$ cat src/rtl/mul_issuer.sv
// mul_issuer: command FIFO and issue control in front of the Booth multiplier, plus an
// in-order tagged result stage. Define MUL_ISSUER_CHECK_EN to build the sticky err checker.
module mul_issuer #(
    parameter int DEPTH   = 4,
    parameter int MAX_OUT = 2,
    parameter int TAG_W   = 4
) (
    input  logic             clk,
    input  logic             rst,
    // upstream command channel
    input  logic             cmd_valid,
    output logic             cmd_ready,
    input  logic [31:0]      cmd_a,
    input  logic [31:0]      cmd_b,
    input  logic             cmd_signed,
    // multiplier operand channel
    output logic             mul_valid,
    input  logic             mul_ready,
    output logic [31:0]      mul_data1,
    output logic [31:0]      mul_data2,
    output logic             mul_signal,
    // multiplier result channel
    input  logic             res_valid,
    output logic             res_ready,
    input  logic [63:0]      res_data,
    // downstream result channel
    output logic             out_valid,
    input  logic             out_ready,
    output logic [63:0]      out_res,
    output logic [TAG_W-1:0] out_tag,
    output logic [3:0]       outstanding,
    output logic             err
);
    localparam int PTR_W = $clog2(DEPTH);

    typedef struct packed {
        logic [31:0] a;
        logic [31:0] b;
        logic        sgn;
    } cmd_t;

    cmd_t             fifo_mem [DEPTH];
    logic [PTR_W:0]   wr_ptr;
    logic [PTR_W:0]   rd_ptr;
    logic [PTR_W-1:0] head_idx;
    cmd_t             head;
    logic             fifo_full;
    logic             fifo_empty;
    logic             push;
    logic             issue_hs;
    logic             retire_hs;
    logic [TAG_W-1:0] retire_tag;

    // The issue-side tag is always retire_tag + outstanding because results come back in
    // order, so only the retire side is stored.

    // NOTE: continuous assigns / always_comb for pure logic, non-blocking <= only inside
    // always_ff, so every register samples pre-edge values regardless of block ordering.
    assign fifo_empty = (wr_ptr == rd_ptr);
    assign fifo_full  = (wr_ptr[PTR_W] != rd_ptr[PTR_W]) &&
                        (wr_ptr[PTR_W-1:0] == rd_ptr[PTR_W-1:0]);

    assign cmd_ready  = !fifo_full;
    assign push       = cmd_valid && cmd_ready;

    // When empty, point at the entry just popped so the operand outputs hold their last value.
    assign head_idx   = fifo_empty ? (rd_ptr[PTR_W-1:0] - PTR_W'(1)) : rd_ptr[PTR_W-1:0];
    assign head       = fifo_mem[head_idx];

    assign mul_valid  = !fifo_empty && (outstanding < 4'(MAX_OUT));
    assign mul_data1  = head.b;
    assign mul_data2  = head.a;
    assign mul_signal = head.sgn;
    assign issue_hs   = mul_valid && mul_ready;

    assign res_ready  = !out_valid || out_ready;
    assign retire_hs  = res_valid && res_ready;

    // NOTE: the storage is only DEPTH entries, so it is reset along with the pointers;
    // that keeps the operand outputs defined straight out of reset.
    always_ff @(posedge clk or posedge rst) begin
        if (rst) begin
            for (int i = 0; i < DEPTH; i++) begin
                fifo_mem[i] <= '0;
            end
            wr_ptr <= '0;
        end else if (push) begin
            fifo_mem[wr_ptr[PTR_W-1:0]] <= '{a: cmd_a, b: cmd_b, sgn: cmd_signed};
            wr_ptr                      <= wr_ptr + (PTR_W+1)'(1);
        end
    end

    always_ff @(posedge clk or posedge rst) begin
        if (rst) begin
            rd_ptr <= '0;
        end else if (issue_hs) begin
            rd_ptr <= rd_ptr + (PTR_W+1)'(1);
        end
    end

    // A simultaneous issue and retire leaves the count unchanged.
    always_ff @(posedge clk or posedge rst) begin
        if (rst) begin
            outstanding <= '0;
        end else begin
            case ({issue_hs, retire_hs})
                2'b10:   outstanding <= outstanding + 4'd1;
                2'b01:   outstanding <= outstanding - 4'd1;
                default: outstanding <= outstanding;
            endcase
        end
    end

    always_ff @(posedge clk or posedge rst) begin
        if (rst) begin
            out_valid  <= 1'b0;
            out_res    <= '0;
            out_tag    <= '0;
            retire_tag <= '0;
        end else if (retire_hs) begin
            out_valid  <= 1'b1;
            out_res    <= res_data;
            out_tag    <= retire_tag;
            retire_tag <= retire_tag + TAG_W'(1);
        end else if (out_ready) begin
            out_valid  <= 1'b0;
        end
    end

`ifdef MUL_ISSUER_CHECK_EN
    logic issue_waiting;

    // A request that was waiting last cycle must still be up unless it handshook.
    always_ff @(posedge clk or posedge rst) begin
        if (rst) begin
            issue_waiting <= 1'b0;
            err           <= 1'b0;
        end else begin
            issue_waiting <= mul_valid && !mul_ready;
            if ((res_valid && (outstanding == 4'd0)) || (issue_waiting && !mul_valid)) begin
                err <= 1'b1;
            end
        end
    end
`else
    assign err = 1'b0;
`endif

endmodule

$ cat config.mk
export PLATFORM = sky130hd
export DESIGN_NAME = mul_issuer
export DESIGN_NICKNAME = d
export VERILOG_FILES = /design/src/rtl/mul_issuer.sv
export SDC_FILE = /design/constraint.sdc
export NUM_CORES = 1
export LEC_CHECK = 0
export CORE_MARGIN = 2
export CORE_UTILIZATION = 47
export CTS_CLUSTER_SIZE = 25
export DETAILED_ROUTE_END_ITERATION = 7
export GPL_TIMING_DRIVEN = 0
export PLACE_DENSITY_LB_ADDON = 0.3
export SLEW_MARGIN = 20
export SYNTH_ARGS = -nofsm -noshare
export SYNTH_HDL_FRONTEND = slang
export SYNTH_SLANG_ARGS = --single-unit
$ cat constraint.sdc
create_clock -name clk -period 10.5 [get_ports clk]
set_input_delay 1.05 -clock clk [delete_from_list [all_inputs] [get_ports clk]]
set_output_delay 1.05 -clock clk [all_outputs]
set_load 0.005 [all_outputs]
==> key figures <==
Synthesis
  • Top cells by area, synth: dfrtp_1 (58%), mux2_1 (14%), nand2_1 (5.5%)
  • Post-synthesis sequential area ratio: 58.02%
  • Synth Net Count: 1242
  • FFs w/ async S/R, synth: 100.0%
  • Syn. warnings: 0
  • Synth area leader: dfrtp_1
  • Post-synth EDFFs: 0
  • Syn_area_per_cell: 13.49 µm²
  • Area share of the largest cell type after synthesis: 58.02%
  • Mapped cell area: 14790 µm²
  • #FFs+latches synth: 343
  • Leading register cell type out of synthesis: dfrtp_1
  • Netlist cell types: 43
  • Syn Inst Count: 1097

Timing
  • RSZ-0062 raised after global routing: no
  • Fin Hold WS: 0.4746 ns
  • Final setup fails: 0
  • Fin worst setup slack: 6.026 ns
  • Fmax: 223.5 MHz
  • Final Max Tran Viols: 0
  • Clk_skew: 0.009990 ns
  • Hold Fails Final Rpt: 0
  • Least-Margin Pin Slew: 0.7338 ns
  • Headroom to the max-slew limit: 51.08%
  • Final min period: 4.474 ns
  • Fraction of the cycle the final worst path needs: 42.61%
  • Setup TNS: 0 ns

Power and ir drop
  • Internal cell power: 4.582 mW
  • Pwr per Cell Area: 348.6 nW/µm²
  • Seq pwr share: 32.9%
  • Total power: 6.775 mW
  • VDD IR max: 145.3 µV
  • Leak pwr: 8.483 nW
  • Sw frac: 32.37%
  • Comb pwr share: 48.7%
  • Switch Pwr: 2.194 mW
  • Clk pwr share: 18.3%

Detailed routing
  • Total number of vias: 9980
  • Vias/cell: 5.409
  • Wire length per cell: 19.56 µm
  • Final WL: 36.08 mm
  • # DRC: 0
  • Final ANT Viol Nets: 0
  • DRT iter0 DRCs: 427
  • DR pass1 iterations: 5

Critical path
  • Reg2Reg Setup Slack: 7.73 ns
  • Critical Path AT: 3.42 ns
  • FF-to-FF path depth: 12
  • Crit path max-delay family: buffers and inverters
  • WP buf/inv: 3
  • Worst r2r src: rd_ptr[0]
  • Setup crit start kind: register
  • Reg-to-Reg End: outstanding[3]
  • Crit path cell chain: ha_1, inv_1, nor4_4, a21oi_2, clkbuf_1, o22a_1, o221a_2, clkdlybuf4s50_1
  • Slowest stage cell, crit path: clkbuf_1
  • Crit-path max cell delay: 0.52 ns
  • Worst EP required: 9.45 ns
  • Crit Path Category: register to primary output
  • CP Capture Type: primary output
  • CP Max Fanout: 10

Placed design
  • Inst Count DP: 1779
  • Dpl cell area: 18270 µm²
  • Pre-CTS WS: 6.469 ns
  • Global placement routability congestion: 0.8018
  • Buffers added on ports: 275
  • DP HPWL: 25.20 mm

Floorplan
  • Die H: 181.4 µm
  • Initial core utilization: 47.99%
  • # IOs: 277
  • Die W: 181.4 µm
  • Die Area: 32910 µm²
  • Cell Rows: 64
  • Core area: 30830 µm²

Finish
  • Leading cell types in the layout, fill and taps excluded: dfrtp_1 (343), clkdlybuf4s50_1 (275), nand2_1 (217), mux2_1 (190), mux2_2 (72)
  • Commonest non-fill, non-tap cell in the layout: dfrtp_1
  • Fin area: 19430 µm²
  • Final std cells w/o fill: 1845
  • Share of layout cells above drive strength 1: 17.75%
  • Final net count: 1568
  • Synthesis-to-layout area growth: 31.36%
  • Post-Route Utilization: 63.04%

Clock network
  • Post-CTS Hold Buffers: 0
  • CTS tree: built
  • Post-CTS Setup Inserts: 0
  • CTS buffer count: 38
  • Clock sinks: 343
  • Clock-pin slew on the worst setup and hold paths: 0.06 ns
  • Clock tree buffer depth: 3
  • H-tree depth: 2
  • Clock Tree Root: clkbuf_16
  • Post-CTS Resized: 0
  • Clock insertion delay at the later pin of the skew report: 0.52 ns

Status
  • Status: completed

Min path
  • Hold Path Stages: 2
  • Hold Crit Class: register to register
  • Hold EP: out_res[0]
  • Hold Path Origin: out_res[0]

Global route
  • GRT Residual Overflow: 0
  • Largest net degree at the start of global routing: 35
  • First-pass GRT wire length: 58.61 mm
  • Total GRT Usage: 22.29%
  • Vias in the first global route: 10800
  • Initial antenna violation count: 2

Run
  • Max-cap viol count: 0
==> how the worst max path moves through the flow <==
stage               startpoint        endpoint  slack [ns]  cells past startpoint
CTS                  rd_ptr[0]    mul_data1[0]        5.95                      7
detailed placement   out_ready  outstanding[3]        6.47                     12
finish               rd_ptr[1]   mul_data1[29]        6.03                      8
global placement           rst    fifo_mem[47]        2.56                      2
floorplan                  rst     fifo_mem[0]        4.86                      1
global route         rd_ptr[1]    mul_data1[0]        5.79                      8
==> routing by layer <==
metal / GRT usage [%] / share of wire [%] / up-vias
li1: - / - / 4589
met1: 27.49 / 41 / 5028
met2: 37.98 / 49 / 296
met3: 6.799 / 7.5 / 65
met4: 6.407 / 2.5 / 2
met5: 0 / 0.030 / -
==> cell usage after synthesis (2+ instances only) <==
cell type,count
dfrtp_1,343
nand2_1,217
mux2_1,190
mux2_2,72
o22a_1,61
o221a_2,57
buf_2,23
buf_6,22
clkbuf_1,18
xnor2_1,10
ha_1,9
buf_4,8
inv_1,7
mux2i_1,7
o221a_1,7
nor2_1,5
a22oi_1,3
nand2b_1,3
nor3_1,3
xor2_1,3
a21oi_1,2
a21oi_2,2
mux4_2,2
nand4_1,2
o21ai_0,2
xor2_2,2
==> sequential cells by signal, summed over array words and instances (netlist names) <==
name / count
wr_ptr: 3
rd_ptr: 3
fifo_mem: 260
out_valid: 1
retire_tag: 4
out_res: 64
outstanding: 4
out_tag: 4
==> cells by family after synthesis <==
logic type	count (synthesis)	synth area share, %
DFF	343	58.02
muxes	271	20.72
and+or+nand+nor	233	6.165
AOI/OAI and AO/OA	144	9.642
buffers and inverters	80	3.544
xor gates and xnor gates	15	0.9895
adders and majority gates	10	0.8965
other	1	0.02535
==> power groups by stage <==
stage / Combinational, mW / Sequential (mW) / Clock (mW)
final: 3.30 / 2.23 / 1.24
after global routing: 3.57 / 2.30 / 1.33
after CTS: 3.35 / 2.23 / 1.27
after detailed placement: 3.33 / 2.25 / 0
after global placement: 3.27 / 2.21 / 0
after floorplan: 1.92 / 2.17 / 0
==> area by class of cell <==
cell class	count	area, µm²
diodes	1	2.502
clock buffers	59	1121
repair buffers	286	2980
fillers	2431	11400
clock inverters	6	36.28
inverters	9	37.54
flip-flops and latches	343	8583
multi-input cells	674	5687
well taps	396	495.5
plain buffers	71	490.5
==> worst min-delay path: cells and delay by family (launching register included) <==
| family | cells | cell delay (ns) |
|---|---|---|
| DFF | 1 | 0.34 |
| and+or+nand+nor | 2 | 0.10 |
Power figures use the tool's default switching activity.
==> edit 1, RTL diff (config.mk and constraints unchanged) <==
Build with the macro `MUL_ISSUER_CHECK_EN` defined.
--- a/src/rtl/mul_issuer.sv
+++ b/src/rtl/mul_issuer.sv
@@ -1,5 +1,7 @@
 // mul_issuer: command FIFO and issue control in front of the Booth multiplier, plus an
 // in-order tagged result stage. Define MUL_ISSUER_CHECK_EN to build the sticky err checker.
+`define MUL_ISSUER_CHECK_EN
+
 module mul_issuer #(
     parameter int DEPTH   = 4,
     parameter int MAX_OUT = 2,
Behaviour: not the same (a bounded check fails within 4 cycles, from zero or initial values and one cycle with rst high).
==> edit 1 against the original RTL <==
Routed wire length is 6.1% higher; design area is 5.4% higher; largest power group unchanged; cell count is 3.8% higher; clock skew is 5.2 ps higher; total power is 6.6% higher; sequential cell count is 2 higher; first-iteration DRC count is 17% higher; setup slack worse by 320 ps; area after synthesis is 6.3% higher.
==> edit 1: results (changes against the original RTL) <==
| Metric | Value |
|---|---|
| Worst slew pin tran | `805 ps (was 734 ps)` |
| CP startpoint | `wr_ptr[2]$_DFFE_PP0P_ (was rd_ptr[1]$_DFFE_PP0P_)` |
| Initial antenna violation count | `0 (was 2)` |
| Dpl cells | `1851 (was 1779)` |
| GPL Wtd Cong | `0.859 (was 0.802)` |
| Leakage | `9.48 nW (was 8.48 nW)` |
| Largest net degree at the start of global routing | `36 (was 35)` |
| Share of layout cells above drive strength 1 | `0.288 (was 0.177)` |
| RR Startpoint | `rd_ptr[1]$_DFFE_PP0P_ (was rd_ptr[0]$_DFFE_PP0P_)` |
| Post-synth top cells | `345 x dfrtp_1, 215 x nand2_1, 171 x mux2_4, 72 x mux2_2 (was 343 x dfrtp_1, 217 x nand2_1, 190 x mux2_1, 72 x mux2_2, 61 x o22a_1)` |
| Vias per inst | `5.35 (was 5.41)` |
| First-pass GRT wire length | `62400 um (was 58600 um)` |
| Final nets | `1593 (was 1568)` |
| CTS root buf | `clkbuf_16 (unchanged)` |
| Syn_nets | `1266 (was 1242)` |
| Status | `finished, final reports clean (unchanged)` |
| Gr usage total | `0.221 (was 0.223)` |
| Port buffer count | `276 (was 275)` |
| Top cells by area, synth | `dfrtp_1 55%, mux2_4 16%, mux2_2 5.2% (was dfrtp_1 58%, mux2_1 14%, nand2_1 5.5%)` |
| CP Capture Point | `mul_data1[31] (was mul_data1[29])` |
| Yosys cell types | `47 (was 43)` |
| Syn avg cell area | `14.0 sq um (was 13.5 sq um)` |
| Detail Placement HPWL | `26300 um (was 25200 um)` |
| Worst Reg-to-Reg Cells | `11 (was 12)` |
| Routed via count | `10200 (was 9980)` |
| Worst hold margin | `473 ps (was 475 ps)` |
| Layout fillers | `2482 (was 2431)` |
| Peak supply drop | `0.000171 V (was 0.000145 V)` |
| Vias in the first global route | `11400 (was 10800)` |
| Clk_skew | `15.2 ps (was 9.99 ps)` |
| Initial DRC count | `498 (was 427)` |
edit 1: changes by cell type after synthesis, moves of 5 or more:
cell	delta
o221a_1	-7
clkbuf_1	+12
buf_6	-21
buf_2	-9
o22ai_1	+5
mux2_4	+171
buf_12	+23
nor3_1	+6
mux2_1	-171
edit 1: where the power goes:
part           switching (mW)  internal, mW  leakage [nW]
combinational            1.40          2.25          4.76
sequential              0.356          1.92          4.12
clock                   0.526         0.773         0.602
total                    2.28          4.94          9.48
edit 1: kinds of logic (layout without fill, tap and decap cells):
group,after synthesis,in the layout,synth area share
multiplexers,267,267,0.232
AND/OR/NAND/NOR,256,256,0.0674
adder cells (fa/ha/maj),9,9,0.00716
XOR/XNOR,16,16,0.00891
buffers and inverters,81,432,0.0459
AO/OA/AOI/OAI,148,148,0.0893
flip-flops,345,345,0.549
edit 1: final cells by class:
cell class / count / area, sq um / share of cell area
Multi-Input combinational cell: 696 / 6370 / 0.311
Sequential cell: 345 / 8630 / 0.421
Tap cell: 442 / 553 / 0.0270
Inverter: 8 / 33.8 / 0.00165
Clock buffer: 54 / 1130 / 0.0554
Buffer: 73 / 692 / 0.0338
Timing Repair Buffer: 287 / 2990 / 0.146
Clock inverter: 10 / 77.6 / 0.00379
edit 1: layer usage:
metal	part of all wire	GRT usage	vias up
met1	0.43	0.284	5188
met5	0	0	-
met3	0.070	0.0612	58
met2	0.48	0.369	330
li1	-	-	4666
met4	0.023	0.0592	0
edit 1: how the worst min path moves through the flow:
stage / from / to / cells after the start
after floorplan: retire_tag[3]$_DFFE_PP0P_ / retire_tag[3]$_DFFE_PP0P_ / 1
after global placement: out_res[1]$_DFFE_PP0P_ / out_res[1]$_DFFE_PP0P_ / 2
after detailed placement: out_res[54]$_DFFE_PP0P_ / out_res[54]$_DFFE_PP0P_ / 2
final: out_res[54]$_DFFE_PP0P_ / out_res[54]$_DFFE_PP0P_ / 2
after global routing: out_res[54]$_DFFE_PP0P_ / out_res[54]$_DFFE_PP0P_ / 2
after CTS: retire_tag[3]$_DFFE_PP0P_ / retire_tag[3]$_DFFE_PP0P_ / 1
edit 1: stage by stage:
stage                      util  setup slack, ps  power [mW]
after detailed placement  0.588             6260        5.94
final                     0.625             5700        7.22
after CTS                 0.625             5680        7.29
after global routing      0.625             5510        7.63
after global placement    0.581             2490        5.85
after floorplan               -             4830        4.44
edit 1: tightest hold or removal path: stages, from the launching register on:
cell and delay, ps:
dfrtp_1 340, nand2_1 50, nand2_1 50
==> edit 2, RTL diff (same flow settings) <==
Made on the original files. Change the parameter `DEPTH` from 4 to 2.
--- a/src/rtl/mul_issuer.sv
+++ b/src/rtl/mul_issuer.sv
@@ -1,7 +1,7 @@
 // mul_issuer: command FIFO and issue control in front of the Booth multiplier, plus an
 // in-order tagged result stage. Define MUL_ISSUER_CHECK_EN to build the sticky err checker.
 module mul_issuer #(
-    parameter int DEPTH   = 4,
+    parameter int DEPTH   = 2,
     parameter int MAX_OUT = 2,
     parameter int TAG_W   = 4
 ) (
Function: changed (a bounded check fails within 4 cycles, from zero or initial values and one cycle with rst high).
==> edit 2 against the original RTL <==
Design area shrank 33%; worst hold slack lost 1.1 ps; via count shrank 42%; sequential power shrank 41%; count of clock-buffer cells in the layout shrank 23; setup slack gained 380 ps; routed wire length shrank 40%; utilization grew 6.5 points; first-iteration DRC count shrank 60%; non-clock buffer count shrank 49; area after synthesis shrank 39%; sequential cell count shrank 132; total power shrank 39%; critical endpoint is now mul_data1[4]; largest cell class unchanged.
==> edit 2: results (changes against the original RTL) <==
| Metric | Value |
|---|---|
| Metal3 WL | `1550 um (was 2710 um)` |
| Clk_skew | `8.81 ps (was 9.99 ps)` |
| Post-synth top cells | `211 x dfrtp_1, 128 x mux2_2, 97 x mux2_1, 40 x mux2_4, 10 x buf_6 (was 343 x dfrtp_1, 217 x nand2_1, 190 x mux2_1, 72 x mux2_2, 61 x o22a_1)` |
| Vias per inst | `5.05 (was 5.41)` |
| Later-pin clock latency in the skew report | `500 ps (was 520 ps)` |
| Status | `finished, final reports clean (unchanged)` |
| Cell depth of the worst hold path | `1 (was 2)` |
| Initial antenna violation count | `1 (was 2)` |
| RR Startpoint | `outstanding[1]$_DFFE_PP0P_ (was rd_ptr[0]$_DFFE_PP0P_)` |
| CTS Buf Count | `24 (was 38)` |
| Peak supply drop | `0.000179 V (was 0.000145 V)` |
| Sequential area share after synthesis | `0.582 (was 0.580)` |
| Worst hold endpoint | `retire_tag[3]$_DFFE_PP0P_ (was out_res[0]$_DFFE_PP0P_)` |
| Syn_nets | `710 (was 1242)` |
| Post-Route M1 WL | `8240 um (was 14900 um)` |
| Worst hold margin | `473 ps (was 475 ps)` |
| DRT Pass-1 Iters | `4 (was 5)` |
| First-pass GRT wire length | `34400 um (was 58600 um)` |
| Gr usage total | `0.213 (was 0.223)` |
| Pre-CTS setup slack | `6150 ps (was 6470 ps)` |
| Slew margin rel. | `0.289 (was 0.511)` |
| Final WL | `21700 um (was 36100 um)` |
| Dpl cells | `1106 (was 1779)` |
| Initial DRC count | `172 (was 427)` |
| Syn avg cell area | `15.9 sq um (was 13.5 sq um)` |
| CP arrival | `3040 ps (was 3420 ps)` |
[edit 2: logic make-up after synthesis]
family / after synthesis / share of synthesized area
AO/OA/AOI/OAI: 14 / 0.0114
XOR/XNOR: 9 / 0.00951
adder cells (fa/ha/maj): 5 / 0.00772
buffers and inverters: 41 / 0.0287
flip-flops: 211 / 0.582
multiplexers: 267 / 0.347
other: 1 / 0.000413
AND/OR/NAND/NOR: 22 / 0.0131
[edit 2: layout make-up]
| type | instances | area [sq um] |
|---|---|---|
| antenna | 1 | 2.50 |
| buffer | 32 | 226 |
| clock buffer | 36 | 767 |
| clock inverter | 8 | 143 |
| fill | 1262 | 5730 |
| inverter | 9 | 41.3 |
| multi-input combinational | 318 | 3540 |
| sequential | 211 | 5280 |
| tap | 260 | 325 |
| timing repair buffer | 276 | 2780 |
[edit 2: power by group]
group          internal, mW  switching (mW)  total (mW)
sequential             1.14           0.177        1.32
combinational          1.20           0.698        1.90
clock                 0.601           0.323       0.923
